File: src/rtl/stack_alu_issuer.sv
// Instruction FIFO and issue FSM feeding a stack_base_alu, with mirrored stack-depth tracking.
// Optional macro STACK_ALU_ISSUER_CHECK_EN enables stack-violation checking and err_stack.
module stack_alu_issuer #(
  parameter int unsigned N           = 8,
  parameter int unsigned FIFO_DEPTH  = 8,
  parameter int unsigned STACK_DEPTH = 8
) (
  input  logic                             clk,
  input  logic                             rst_n,
  input  logic                             in_valid,
  output logic                             in_ready,
  input  logic [2:0]                       in_opcode,
  input  logic [N-1:0]                     in_data,
  output logic [2:0]                       alu_opcode,
  output logic [N-1:0]                     alu_data,
  input  logic                             alu_overflow,
  input  logic                             err_clr,
  output logic                             err_stack,
  output logic                             ovf_flag,
  output logic [$clog2(STACK_DEPTH+1)-1:0] stack_count,
  output logic                             busy
);
  localparam int unsigned AW = $clog2(FIFO_DEPTH);
  localparam int unsigned CW = $clog2(STACK_DEPTH + 1);
  localparam logic [CW-1:0] CNT_MAX = CW'(STACK_DEPTH);

  localparam logic [2:0] OP_NOP  = 3'b000;
  localparam logic [2:0] OP_ADD  = 3'b100;
  localparam logic [2:0] OP_MUL  = 3'b101;
  localparam logic [2:0] OP_PUSH = 3'b110;
  localparam logic [2:0] OP_POP  = 3'b111;

  typedef enum logic [1:0] {S_IDLE, S_ISSUE, S_GAP} state_e;

  state_e state_q, state_d;

  logic [2:0]    op_mem_q   [FIFO_DEPTH];
  logic [N-1:0]  data_mem_q [FIFO_DEPTH];
  logic [AW:0]   wr_ptr_q, rd_ptr_q;
  logic          fifo_empty, fifo_full, do_write, do_pop;
  logic [2:0]    head_op;
  logic [N-1:0]  head_data;

  logic [CW-1:0] stack_count_q, stack_count_d, cnt_upd;
  logic          issue_ok;
  logic [2:0]    alu_opcode_q, alu_opcode_d;
  logic [N-1:0]  alu_data_q, alu_data_d;
  logic          err_q, err_d, ovf_q, ovf_d;

  assign fifo_empty = (wr_ptr_q == rd_ptr_q);
  assign fifo_full  = (wr_ptr_q[AW] != rd_ptr_q[AW]) &&
                      (wr_ptr_q[AW-1:0] == rd_ptr_q[AW-1:0]);
  assign do_write   = in_valid && !fifo_full;
  assign do_pop     = (state_q != S_ISSUE) && !fifo_empty;
  assign head_op    = op_mem_q[rd_ptr_q[AW-1:0]];
  assign head_data  = data_mem_q[rd_ptr_q[AW-1:0]];

  always_ff @(posedge clk) begin
    if (do_write) begin
      op_mem_q[wr_ptr_q[AW-1:0]]   <= in_opcode;
      data_mem_q[wr_ptr_q[AW-1:0]] <= in_data;
    end
  end

  always_ff @(posedge clk) begin
    if (!rst_n) begin
      state_q <= S_IDLE;
    end else begin
      state_q <= state_d;
    end
  end

  always_comb begin
    state_d = state_q;
    case (state_q)
      S_IDLE, S_GAP: state_d = fifo_empty ? S_IDLE : S_ISSUE;
      S_ISSUE:       state_d = S_GAP;
      default:       state_d = S_IDLE;
    endcase
  end

  // cnt_upd is the saturating update; issue_ok gates whether it is applied.
  always_comb begin
    issue_ok = 1'b1;
    cnt_upd  = stack_count_q;
    case (head_op)
      OP_PUSH: begin
`ifdef STACK_ALU_ISSUER_CHECK_EN
        issue_ok = (stack_count_q < CNT_MAX);
`endif
        if (stack_count_q < CNT_MAX) cnt_upd = stack_count_q + 1'b1;
      end
      OP_POP: begin
`ifdef STACK_ALU_ISSUER_CHECK_EN
        issue_ok = (stack_count_q >= CW'(1));
`endif
        if (stack_count_q != '0) cnt_upd = stack_count_q - 1'b1;
      end
      OP_ADD, OP_MUL: begin
`ifdef STACK_ALU_ISSUER_CHECK_EN
        issue_ok = (stack_count_q >= CW'(2));
`endif
        if (stack_count_q != '0) cnt_upd = stack_count_q - 1'b1;
      end
      default: ;
    endcase
  end

  always_comb begin
    alu_opcode_d  = OP_NOP;
    alu_data_d    = '0;
    stack_count_d = stack_count_q;
    if (do_pop && issue_ok) begin
      alu_opcode_d  = head_op;
      alu_data_d    = head_data;
      stack_count_d = cnt_upd;
    end
    err_d = (do_pop && !issue_ok) || (err_q && !err_clr);
    ovf_d = ((state_q == S_GAP) && alu_overflow) || (ovf_q && !err_clr);
  end

  always_ff @(posedge clk) begin
    if (!rst_n) begin
      wr_ptr_q      <= '0;
      rd_ptr_q      <= '0;
      stack_count_q <= '0;
      alu_opcode_q  <= OP_NOP;
      alu_data_q    <= '0;
      err_q         <= 1'b0;
      ovf_q         <= 1'b0;
    end else begin
      if (do_write) wr_ptr_q <= wr_ptr_q + 1'b1;
      if (do_pop)   rd_ptr_q <= rd_ptr_q + 1'b1;
      stack_count_q <= stack_count_d;
      alu_opcode_q  <= alu_opcode_d;
      alu_data_q    <= alu_data_d;
      err_q         <= err_d;
      ovf_q         <= ovf_d;
    end
  end

  assign in_ready    = !fifo_full;
  assign alu_opcode  = alu_opcode_q;
  assign alu_data    = alu_data_q;
  assign stack_count = stack_count_q;
  assign ovf_flag    = ovf_q;
  assign busy        = !fifo_empty || (state_q != S_IDLE);
`ifdef STACK_ALU_ISSUER_CHECK_EN
  assign err_stack   = err_q;
`else
  assign err_stack   = 1'b0;
`endif

endmodule

File: config.mk
export PLATFORM = sky130hd
export DESIGN_NAME = stack_alu_issuer
export DESIGN_NICKNAME = d
export VERILOG_FILES = /design/src/rtl/stack_alu_issuer.sv
export SDC_FILE = /design/constraint.sdc
export NUM_CORES = 1
export LEC_CHECK = 0
export ABC_AREA = 0
export CORE_MARGIN = 1
export CORE_UTILIZATION = 35
export DETAILED_ROUTE_END_ITERATION = 10
export GPL_ROUTABILITY_DRIVEN = 0
export GPL_TIMING_DRIVEN = 1
export PLACE_DENSITY = 0.5
export SLEW_MARGIN = 20
export SYNTH_ARGS = -nofsm -noshare
export SYNTH_HDL_FRONTEND = slang
export SYNTH_SLANG_ARGS = --single-unit
File: constraint.sdc
create_clock -name clk -period 3.9 [get_ports clk]
set_input_delay 0.585 -clock clk [delete_from_list [all_inputs] [get_ports clk]]
set_output_delay 0.585 -clock clk [all_outputs]
set_load 0.01 [all_outputs]
==> After elaboration in Yosys (flattened, before gate mapping) <==
Memories as Yosys holds them, arrays and structs flattened. A register that Yosys moved wholly into a read port is not among the register bits.
Index checks and enable logic that the tools add are counted.
{ "classes": {"n_reduce_logical": 19, "n_eq_ne": 12, "n_addsub": 4, "magnitude_cmp": 1, "mux": 9} }
{ "ops": {"columns": ["op", "count"], "rows": [
  ["adder 4 x 1 -> 4 bit (second input constant)", 3],
  ["== test 3 bit (second input constant)", 4],
  ["two-way mux 4 bit", 2],
  ["one-hot mux 4 bit (2 select lines)", 1],
  ["two-way mux 3 bit", 2],
  ["logical AND 1 bit", 5],
  ["== test 4 bit", 1],
  ["zero test 1 bit", 4],
  ["less-than comparator 4 bit (second input constant)", 1],
  ["!= test 2 x 1 -> 1 bit (second input constant)", 2],
  ["one-hot mux 2 bit (2 select lines)", 1],
  ["AND reduction 4 bit", 1],
  ["nonzero test 2 bit", 2],
  ["nonzero test 4 bit", 1],
  ["subtractor 4 x 1 -> 4 bit (second input constant)", 1],
  ["== test 3 bit", 1],
  ["two-way mux 1 bit", 3],
  ["OR reduction 3 bit", 1],
  ["== test 2 x 1 -> 1 bit (second input constant)", 1],
  ["== test 2 bit (second input constant)", 1],
  ["zero test 2 bit", 1],
  ["logical OR 1 bit", 2],
  ["!= test 2 bit (second input constant)", 1],
  ["AND reduction 2 bit", 1],
  ["other kinds (2)", 2]
]} }
{ "totals": {"word_cells": 53, "n_memories": 2, "ramBits": 88, "out_inout_bits": 19, "inputBits": 16, "register_bits": 18} }
{ "memory_table": {"columns": ["name", "depth", "width", "rd", "rd_ports_with_merged_regs", "wr", "line", "source"], "rows": [
  ["data_mem_q", 8, 8, 1, 1, 1, "38", "logic [N-1:0] data_mem_q [FIFO_DEPTH];"],
  ["op_mem_q", 8, 3, 1, 1, 1, "37", "logic [2:0] op_mem_q [FIFO_DEPTH];"]
]} }

==> Longest topological paths before layout <==
Gate-level depths: netlist of the first run.
{ "logic_depth": {"depth_word": 6, "ltp_mapped": 11, "mapped_depth_nobuf": 10} }

==> Least setup slack after synthesis of the first run <==
OpenSTA, ideal clock, no wires.
{ "synth_path": {"kind": "reg-to-reg", "startpoint": "reg (tool-made name)", "endpoint": "reg stack_count_q[3] (netlist: stack_count[3])", "slack_ns": 0.734, "t_arrival_ns": 3.103, "setup_time_ns": 0.062, "stages_incl_launch_ff": 12, "t_required_ns": 3.838, "path_buffers": 1, "period_less_slack_ns": 3.166, "path_cell_list": "dfxtp_1 > buf_6 > mux4_2 > mux2_2 > and2_4 > nor2_1 > ha_1 > a21o_1 > a21o_1 > or4b_2 > or3_1 > nand3_1"} }
{ "synth_lines": {"columns": ["item", "line", "source"], "rows": [
  ["end signal: assignment", "134", "stack_count_q <= stack_count_d;"],
  ["end: declaration", "44", "logic [CW-1:0] stack_count_q, stack_count_d, cnt_upd;"]
]} }

==> results of run 1 <==
## synth_stat cells (all sizes together), types with 6 or more instances
master  number  area (um2)
dfxtp       29         581
mux2i       15         163
mux4        22         503
edfxtp      88        2640
nor2        19        71.3
nand2b       6        37.5
buf          8        50.0
xnor2        8        70.1
and2         9        58.8
nand2       11        41.3
## cell families after synthesis
family,after synthesis
flops,117
simple gates,65
mux,38
buf+inv,15
compound gates,11
xor+xnor,11
fa+ha+maj,5
other cells,1
## power groups by stage
stage | Combinational [W] | Sequential [W] | Clock (W)
floorplan | 0.000481 | 0.00151 | 0
detailed placement | 0.000708 | 0.00151 | 0
global placement | 0.000708 | 0.00151 | 0
CTS | 0.000711 | 0.00149 | 0.00147
global route | 0.000770 | 0.00150 | 0.00152
finish | 0.000697 | 0.00148 | 0.00144
## layer usage
metal  global-route usage [%]  up-vias  part of all wire [%]
li1                         -     1115                     -
met1                     17.2     1157                    45
met2                     22.3       48                    48
met3                     4.41       13                   4.4
met4                     8.72        0                   1.9
met5                        0        -                     0
## through the flow
stage / total power, W / hold WS, ns
finish: 0.00362 / 0.477
global placement: 0.00222 / 0.467
detailed placement: 0.00222 / 0.469
global route: 0.00379 / 0.512
CTS: 0.00367 / 0.479
floorplan: 0.00199 / 0.436
## registers in the layout, indices dropped and copies added, names as in the netlist, named ones only
register,flops
stack_count,4
wr_ptr_q,4
alu_opcode,3
rd_ptr_q,4
alu_data,8
state_q,2
op_mem_q,24
data_mem_q,64
ovf_flag,1
## worst min path at each step
stage                     startpoint  depth (start not counted)          to  slack, ns
final                     state_q[0]                          1  state_q[0]       0.48
after global routing      state_q[0]                          1  state_q[0]       0.51
after CTS                 state_q[0]                          1  state_q[0]       0.48
after detailed placement  state_q[0]                          1  state_q[0]       0.47
after global placement    state_q[0]                          1  state_q[0]       0.47
after floorplan           state_q[0]                          1  state_q[0]       0.44
## critical path, stage by stage, from the launching register on
cell and delay, ns:
dfxtp_1 0.52, mux4_2 0.56, mux2_2 0.29, and2_4 0.16, nor2_1 0.22, ha_1 0.28
a21o_1 0.18, a21o_1 0.20, or4b_2 0.60, or3_1 0.33, nand3_1 0.09
## layout make-up
cell class	instances	area share, %
Inverter	3	0.198
Tap cell	172	3.78
Timing Repair Buffer	44	7.24
Clock buffer	17	7.46
Clock inverter	15	2.31
Sequential cell	117	56.6
Multi-Input combinational cell	131	22.5
==> metrics.txt, run 1 <==
status=finished, final reports clean; Die ar.=13,500 um2; largest family of logic cells by synthesized area=multiplexers; routed wire length=8380 um; Worst Setup End Kind=register; most frequent cells in the layout=edfxtp_1 (88), clkdlybuf4s50_1 (33), dfxtp_1 (29), mux4_2 (20), nor2_1 (19); Cell Area, Synth=4570 um2; Mapped Avg Cell Area=17.4 um2; unrepaired setup endpoints after global routing=no; placed inst area=5140 um2; register area=3220 um2; Synth Area in Compound Gates=1.94%; Critical Path Source Type=register; Placed Cells=467; post-synth net total=284; Core ar.=12,700 um2; MaxCap Viol Count=0; fillers=1,122; # nets final=335; height of the die=116 um; cell-internal power=0.00266 W; TritonRoute pass-1 iters=6; Synth Instances=263; Die X=116 um; xor/xnor share of the synthesized area=2.11%; min cycle time layout=3.48 ns; Syn. warnings=0; Seq cells post-synth=117; first-pass GRT wire length=13,200 um; switching part of the total power=26.4%; Initial Utilization=36.1%; Setup CP Type=reg -> reg; clock power share=39.7%; reg2reg path depth=10; post-synthesis adder-cell area fraction=1.53%; layout cell share with drive strength beyond 1=21.4%; crit path to=stack_count[3]; leading cell type in the layout, fill and taps excluded=edfxtp_1; grt total ovfl=0; I/O pin total=35; diode count=0; Max Root-Sink Buffers=2; initial antenna violation count=0; # resized after CTS=0; Sink Count=117; R2R Setup Slk=0.42 ns; area of the multi-input gates=1280 um2; dominant synthesized flop cell=edfxtp_1; largest net degree at the start of global routing=24; Layout area overhead=24.7%; Finished Cell Area=5700 um2; Final Slew Violations=0; Via Count=2,333; fin crit share=89.3%; Final Worst Setup Slack=0.417 ns; Cell Rows=41; pwr dens=634 nW/um2; Initial DRC Count=128; vias in the first global route=2,361; combinational fraction of design power=19.3%; Layout Cells excl Fill=499; post-route ant nets=0; H-tree levels=4; Max IR drop VDD=0.306 mV; Post-synth ARST share=0%; Setup TNS=0 ns; LEAKAGE=1.94 nW; Avg Vias per Cell=4.68; Worst slew margin=57.8%; mux contribution to synthesized area=14.8%; final core occ=45.0%; Place WS=0.409 ns; Post-CTS Hold Fix Bufs=0; Net Sw Power=0.000953 W; postcts setup bufs=0; CTS tree=done; CP arrival=3.83 ns; post-DR wirelength/cell=16.8 um; clk root buf=clkbuf_16; dpl hpwl=5170 um; Setup-failing EPs final=0; Seq/Total Area, Yosys=70.5%; post-synthesis simple-gate area fraction=7.31%; clock latency on the worst-skew pair=0.41 ns; CTS clk-pin slew, worst paths=0.05 ns; final hold vios=0; reg-to-reg critical path endpoint=stack_count[3]; Post-synth EDFFs=88; Hold Path Class=reg -> reg; Port Buf Inserts=33; gr usage total=14.2%; post-synthesis cell type count=42; CTS Buf Count=17; measured slew at the worst slew-check pin=0.632 ns; Crit Path Max Fanout=6; Achievable Freq=0.287 GHz; Worst EP required=4.25 ns; DRC viols=0; Seq pwr share=41.0%; Clock Skew=0.00864 ns
Note: power is estimated with default switching activity, not from simulation.
==> run 2, diff against run 1 <==
--- a/config.mk
+++ b/config.mk
@@ -6,12 +6,13 @@
 export NUM_CORES = 1
 export LEC_CHECK = 0
 export ABC_AREA = 0
+export ABC_CLOCK_PERIOD_IN_PS = 2900
 export CORE_MARGIN = 1
 export CORE_UTILIZATION = 35
 export DETAILED_ROUTE_END_ITERATION = 10
 export GPL_ROUTABILITY_DRIVEN = 0
 export GPL_TIMING_DRIVEN = 1
-export PLACE_DENSITY = 0.5
+export PLACE_DENSITY = 0.52
 export SLEW_MARGIN = 20
 export SYNTH_ARGS = -nofsm -noshare
 export SYNTH_HDL_FRONTEND = slang
==> constraint.sdc (replaced) <==
create_clock -name clk -period 2.9 [get_ports clk]
set_input_delay 0.435 -clock clk [delete_from_list [all_inputs] [get_ports clk]]
set_output_delay 0.435 -clock clk [all_outputs]
set_load 0.01 [all_outputs]
==> metrics.txt, run 2 (synthesized netlist as in run 1, its figures left out) <==
Clock Skew=0.0122 ns (was 0.00864 ns); Die X=116 um (unchanged); largest net degree at the start of global routing=20 (was 24); measured slew at the worst slew-check pin=0.665 ns (was 0.632 ns); status=finished, final reports clean (unchanged); Seq pwr share=39.9% (was 41.0%); Net Sw Power=0.00123 W (was 0.000953 W); # nets final=350 (was 335); Port Buf Inserts=33 (unchanged); Final Slew Violations=0 (unchanged); switching part of the total power=24.6% (was 26.4%); Achievable Freq=0.345 GHz (was 0.287 GHz); Initial DRC Count=157 (was 128); Cell Rows=41 (unchanged); post-DR wirelength/cell=16.7 um (was 16.8 um); CTS Buf Count=17 (unchanged); diode count=0 (unchanged); Final Power=0.00501 W (was 0.00362 W); clock power share=38.7% (was 39.7%); Worst EP required=3.24 ns (was 4.25 ns); Layout Cells excl Fill=513 (was 499); clock latency on the worst-skew pair=0.40 ns (was 0.41 ns); Max IR drop VDD=0.377 mV (was 0.306 mV); Sink Count=117 (unchanged); Hold Slack=0.464 ns (was 0.477 ns); final hold vios=0 (unchanged); grt total ovfl=0 (unchanged); clk root buf=clkbuf_16 (unchanged); MaxCap Viol Count=0 (unchanged); combinational fraction of design power=21.4% (was 19.3%); Via Count=2,426 (was 2,333); gr usage total=14.2% (about the same); H-tree levels=4 (unchanged); height of the die=116 um (unchanged); DRC viols=0 (unchanged); Layout area overhead=27.3% (was 24.7%); CP arrival=3.24 ns (was 3.83 ns); Critical Path Source Type=register (unchanged); initial antenna violation count=0 (unchanged); TritonRoute pass-1 iters=6 (unchanged); Worst Setup End Kind=register (unchanged); Avg Vias per Cell=4.73 (was 4.68); placed inst area=5240 um2 (was 5140 um2); routed wire length=8550 um (was 8380 um); dpl hpwl=5240 um (was 5170 um); fillers=1,136 (was 1,122); cell-internal power=0.00378 W (was 0.00266 W); unrepaired setup endpoints after global routing=yes (was no); Setup CP Type=reg -> reg (unchanged); Die ar.=13,500 um2 (unchanged); vias in the first global route=2,416 (was 2,361); most frequent cells in the layout=edfxtp_1 (88), clkdlybuf4s50_1 (33), dfxtp_1 (28), buf_4 (26), mux4_2 (22) (was edfxtp_1 (88), clkdlybuf4s50_1 (33), dfxtp_1 (29), mux4_2 (20), nor2_1 (19)); Finished Cell Area=5820 um2 (was 5700 um2); first-pass GRT wire length=13,300 um (was 13,200 um); CTS tree=done (unchanged); Crit Path Max Fanout=5 (was 6); Setup-failing EPs final=0 (unchanged); pwr dens=861 nW/um2 (was 634 nW/um2); Hold Path Class=reg -> reg (unchanged); Post-CTS Hold Fix Bufs=0 (unchanged); layout cell share with drive strength beyond 1=22.9% (was 21.4%); Initial Utilization=36.1% (unchanged); Setup TNS=0 ns (unchanged); CTS clk-pin slew, worst paths=0.05 ns (about the same); Core ar.=12,700 um2 (unchanged); post-route ant nets=0 (unchanged); leading cell type in the layout, fill and taps excluded=edfxtp_1 (unchanged); register area=3230 um2 (was 3220 um2); LEAKAGE=2.01 nW (was 1.94 nW); I/O pin total=35 (unchanged); min cycle time layout=2.90 ns (was 3.48 ns); area of the multi-input gates=1290 um2 (was 1280 um2); max FFs per register=64 (unchanged); fin crit share=100% (was 89.3%); Worst slew margin=55.3% (was 57.8%); Max Root-Sink Buffers=2 (unchanged); Placed Cells=480 (was 467)
[run 2: cell types whose count changed in the layout (fill, tap and decap cells not counted), moves of 2 or more]
| cell | previous run | this run |
|---|---|---|
| nor3_2 | 2 | 0 |
| inv_6 | 3 | 0 |
| clkbuf_1 | 0 | 7 |
| nor3_1 | 0 | 2 |
| mux4_1 | 2 | 0 |
| mux4_2 | 20 | 22 |
| clkinvlp_4 | 5 | 0 |
| buf_4 | 11 | 26 |
| clkinv_1 | 0 | 2 |
| clkinv_2 | 4 | 1 |
[run 2: critical path, cell delays in order (launching register included)]
cell,delay [ns]
dfxtp_4,0.39
mux4_2,0.51
mux2_4,0.29
and2_4,0.15
nor2_4,0.11
ha_4,0.21
a21o_1,0.15
a21o_1,0.19
or4b_4,0.47
or3_1,0.31
nand3_1,0.07
[run 2: stage by stage]
step / utilization, % / worst slack (ns)
floorplan: - / -0.0783
global placement: 41.3 / -0.0961
detailed placement: 41.3 / -0.133
CTS: 45.9 / 0.00167
global route: 45.9 / -0.117
finish: 45.9 / 0.00124
[run 2: final timing paths]
check	start	cells after the start	slack (ns)	endpoint
max	register	10	0.001	stack_count[3]
min	state_q[0]	1	0.46	state_q[0]
max reg2reg	register	10	0.001	stack_count[3]
min reg2reg	state_q[0]	1	0.46	state_q[0]
[run 2: repair_timing]
item,4_1_cts,5_1_grt
gates resized for setup,2,0
setup buffers,2,0
endpoints found under the setup margin,1,1
pin swaps,4,0
[run 2: layout make-up]
cell class / instances / area share [%]
clock buffers: 25 / 8.00
repair buffers: 59 / 9.04
clock inverters: 6 / 1.40
well taps: 172 / 3.70
multi-input cells: 131 / 22.2
flip-flops and latches: 117 / 55.5
inverters: 3 / 0.194
[run 2: power by group through the flow]
stage               logic (W)  clock network, W  registers, W
floorplan            0.000667                 0       0.00203
global placement      0.00104                 0       0.00203
detailed placement    0.00106                 0       0.00203
CTS                   0.00109           0.00198       0.00200
global route          0.00116           0.00206       0.00201
finish                0.00107           0.00194       0.00200
[run 2: routing by layer]
metal,global-route usage (%),share of wire (%),up-vias
met2,22.5,49,44
li1,-,-,1147
met3,4.72,3.6,4
met1,17.5,47,1231
met5,0,0,-
met4,6.41,0.64,0
==> run 3, diff against run 2 <==
--- a/config.mk
+++ b/config.mk
@@ -12,7 +12,7 @@
 export DETAILED_ROUTE_END_ITERATION = 10
 export GPL_ROUTABILITY_DRIVEN = 0
 export GPL_TIMING_DRIVEN = 1
-export PLACE_DENSITY = 0.52
+export PLACE_DENSITY = 0.55
 export SLEW_MARGIN = 20
 export SYNTH_ARGS = -nofsm -noshare
 export SYNTH_HDL_FRONTEND = slang
==> metrics.txt, run 3 (synthesized netlist as in run 1, its figures left out) <==
status=complete, but fails checks (was finished, final reports clean); failing checks=setup timing; Setup CP Type=reg -> reg (unchanged); Top Usage Layer GRT=met2 (unchanged); unrepaired setup endpoints after global routing=yes (unchanged); reg-to-reg critical path endpoint=stack_count[3] (unchanged); Post-CTS Hold Fix Bufs=0 (unchanged); TritonRoute pass-1 iters=4 (was 6); Min-Delay Startpoint=state_q[0] (unchanged); Via Count=2,390 (was 2,426); Layout area overhead=27.0% (was 27.3%); Sink Count=117 (unchanged); Port Buf Inserts=33 (unchanged); routed wire length=8350 um (was 8550 um); pwr dens=831 nW/um2 (was 861 nW/um2); hold endpoint=state_q[0] (unchanged); Setup TNS=-0.000564 ns (was 0 ns); Cell Rows=41 (unchanged); register area=3230 um2 (unchanged); DRC viols=0 (unchanged); largest net degree at the start of global routing=23 (was 20); Max IR drop VDD=0.427 mV (was 0.377 mV); layout cell share with drive strength beyond 1=23.6% (was 22.9%); R2R Setup Slk=-0.0006 ns (was 0.001 ns); min cycle time layout=2.90 ns (about the same); CTS clk-pin slew, worst paths=0.05 ns (about the same); Die ar.=13,500 um2 (unchanged); first-pass GRT wire length=13,400 um (was 13,300 um); gr usage total=14.4% (was 14.2%); Final Worst Setup Slack=-0.000564 ns (was 0.00124 ns); met1 Resource Use GR=17.6% (was 17.5%); fin crit share=100% (about the same); Layout Cells excl Fill=511 (was 513); clock latency on the worst-skew pair=0.41 ns (was 0.40 ns); Final Slew Violations=0 (unchanged); Clock Skew=0.0133 ns (was 0.0122 ns); Crit Path Max Fanout=3 (was 5); Setup-failing EPs final=1 (was 0); most frequent cells in the layout=edfxtp_1 (88), clkdlybuf4s50_1 (33), dfxtp_1 (28), mux4_2 (22), buf_4 (21) (was edfxtp_1 (88), clkdlybuf4s50_1 (33), dfxtp_1 (28), buf_4 (26), mux4_2 (22)); fillers=1,122 (was 1,136); max FFs per register=64 (unchanged); Core ar.=12,700 um2 (unchanged); dpl hpwl=5350 um (was 5240 um); Hold Path Class=reg -> reg (unchanged); CTS tree=done (unchanged); # nets final=348 (was 350); diode count=0 (unchanged); Worst EP required=3.24 ns (about the same); Achievable Freq=0.345 GHz (about the same); CP arrival=3.24 ns (about the same); final hold vios=0 (unchanged); height of the die=116 um (unchanged); Avg Vias per Cell=4.68 (was 4.73); post-route ant nets=0 (unchanged); Placed Cells=479 (was 480); Max Root-Sink Buffers=2 (unchanged); post-DR wirelength/cell=16.3 um (was 16.7 um); Initial Utilization=36.1% (unchanged); measured slew at the worst slew-check pin=0.598 ns (was 0.665 ns); Place WS=-0.105 ns (was -0.133 ns); LEAKAGE=1.99 nW (was 2.01 nW); CTS Buf Count=17 (unchanged); reg2reg path depth=10 (unchanged); vias in the first global route=2,442 (was 2,416); Die X=116 um (unchanged); clk root buf=clkbuf_16 (unchanged); leading cell type in the layout, fill and taps excluded=edfxtp_1 (unchanged); I/O pin total=35 (unchanged); Critical Path Source Type=register (unchanged); final core occ=45.8% (was 45.9%); H-tree levels=4 (unchanged); grt total ovfl=0 (unchanged); MaxCap Viol Count=0 (unchanged); Initial DRC Count=151 (was 157); initial antenna violation count=0 (unchanged); area of the multi-input gates=1300 um2 (was 1290 um2); Worst slew margin=60.0% (was 55.3%); M3 GR Usage=5.24% (was 4.72%); M2 GR Usage=22.5% (unchanged); hold depth=1 (unchanged); Worst Setup End Kind=register (unchanged)
## run 3: power by group
part / internal (W) / switching (W) / total [W]
combinational: 0.000586 / 0.000487 / 0.00107
clock: 0.00107 / 0.000681 / 0.00175
sequential: 0.00192 / 0.0000762 / 0.00199
total: 0.00358 / 0.00124 / 0.00482
## run 3: repair_timing
action                     CTS  global route
resized for setup            2             0
pin swaps                    4             2
setup endpoints to repair    1             1
setup buffers                1             0
hold endpoints to repair     0             0
## run 3: per-stage QoR
stage | hold slack (ns) | total power [W] | cell area (um2)
4_1_cts | 0.473 | 0.00488 | 5800
3_3_place_gp | 0.462 | 0.00309 | 5280
3_5_place_dp | 0.462 | 0.00310 | 5280
5_1_grt | 0.491 | 0.00507 | 5800
2_1_floorplan | 0.436 | 0.00270 | 4580
6_report | 0.470 | 0.00482 | 5800
## run 3: worst max-delay path, cell delays in order, from the launching register on
cell and delay, ns:
dfxtp_4 0.37, mux4_2 0.51, mux2_4 0.29, and2_4 0.15
nor2_4 0.15, ha_4 0.21, a21o_1 0.15, a21o_1 0.16
or4b_4 0.46, or3_1 0.31, nand3_1 0.07
## run 3: layer usage
layer / wire, um / vias to the layer above
li1: - / 1138
met1: 3780 / 1200
met2: 4140 / 43
met3: 331 / 9
met4: 95 / 0
met5: 0 / -
## run 3: final cells by class
| cell class | instances | area share (%) |
|---|---|---|
| sequential | 117 | 55.6 |
| clock buffer | 21 | 7.59 |
| tap | 172 | 3.71 |
| timing repair buffer | 57 | 9.44 |
| multi-input combinational | 131 | 22.4 |
| clock inverter | 10 | 1.06 |
| inverter | 3 | 0.194 |
## run 3: how the worst max path moves through the flow
stage / depth (start not counted) / slack (ns) / startpoint / to
floorplan: 11 / -0.08 / register / stack_count[3]
global placement: 10 / -0.07 / register / stack_count[3]
detailed placement: 10 / -0.10 / register / stack_count[3]
CTS: 10 / -0.01 / register / stack_count[3]
global route: 10 / -0.09 / register / stack_count[3]
finish: 10 / -0.0006 / register / stack_count[3]
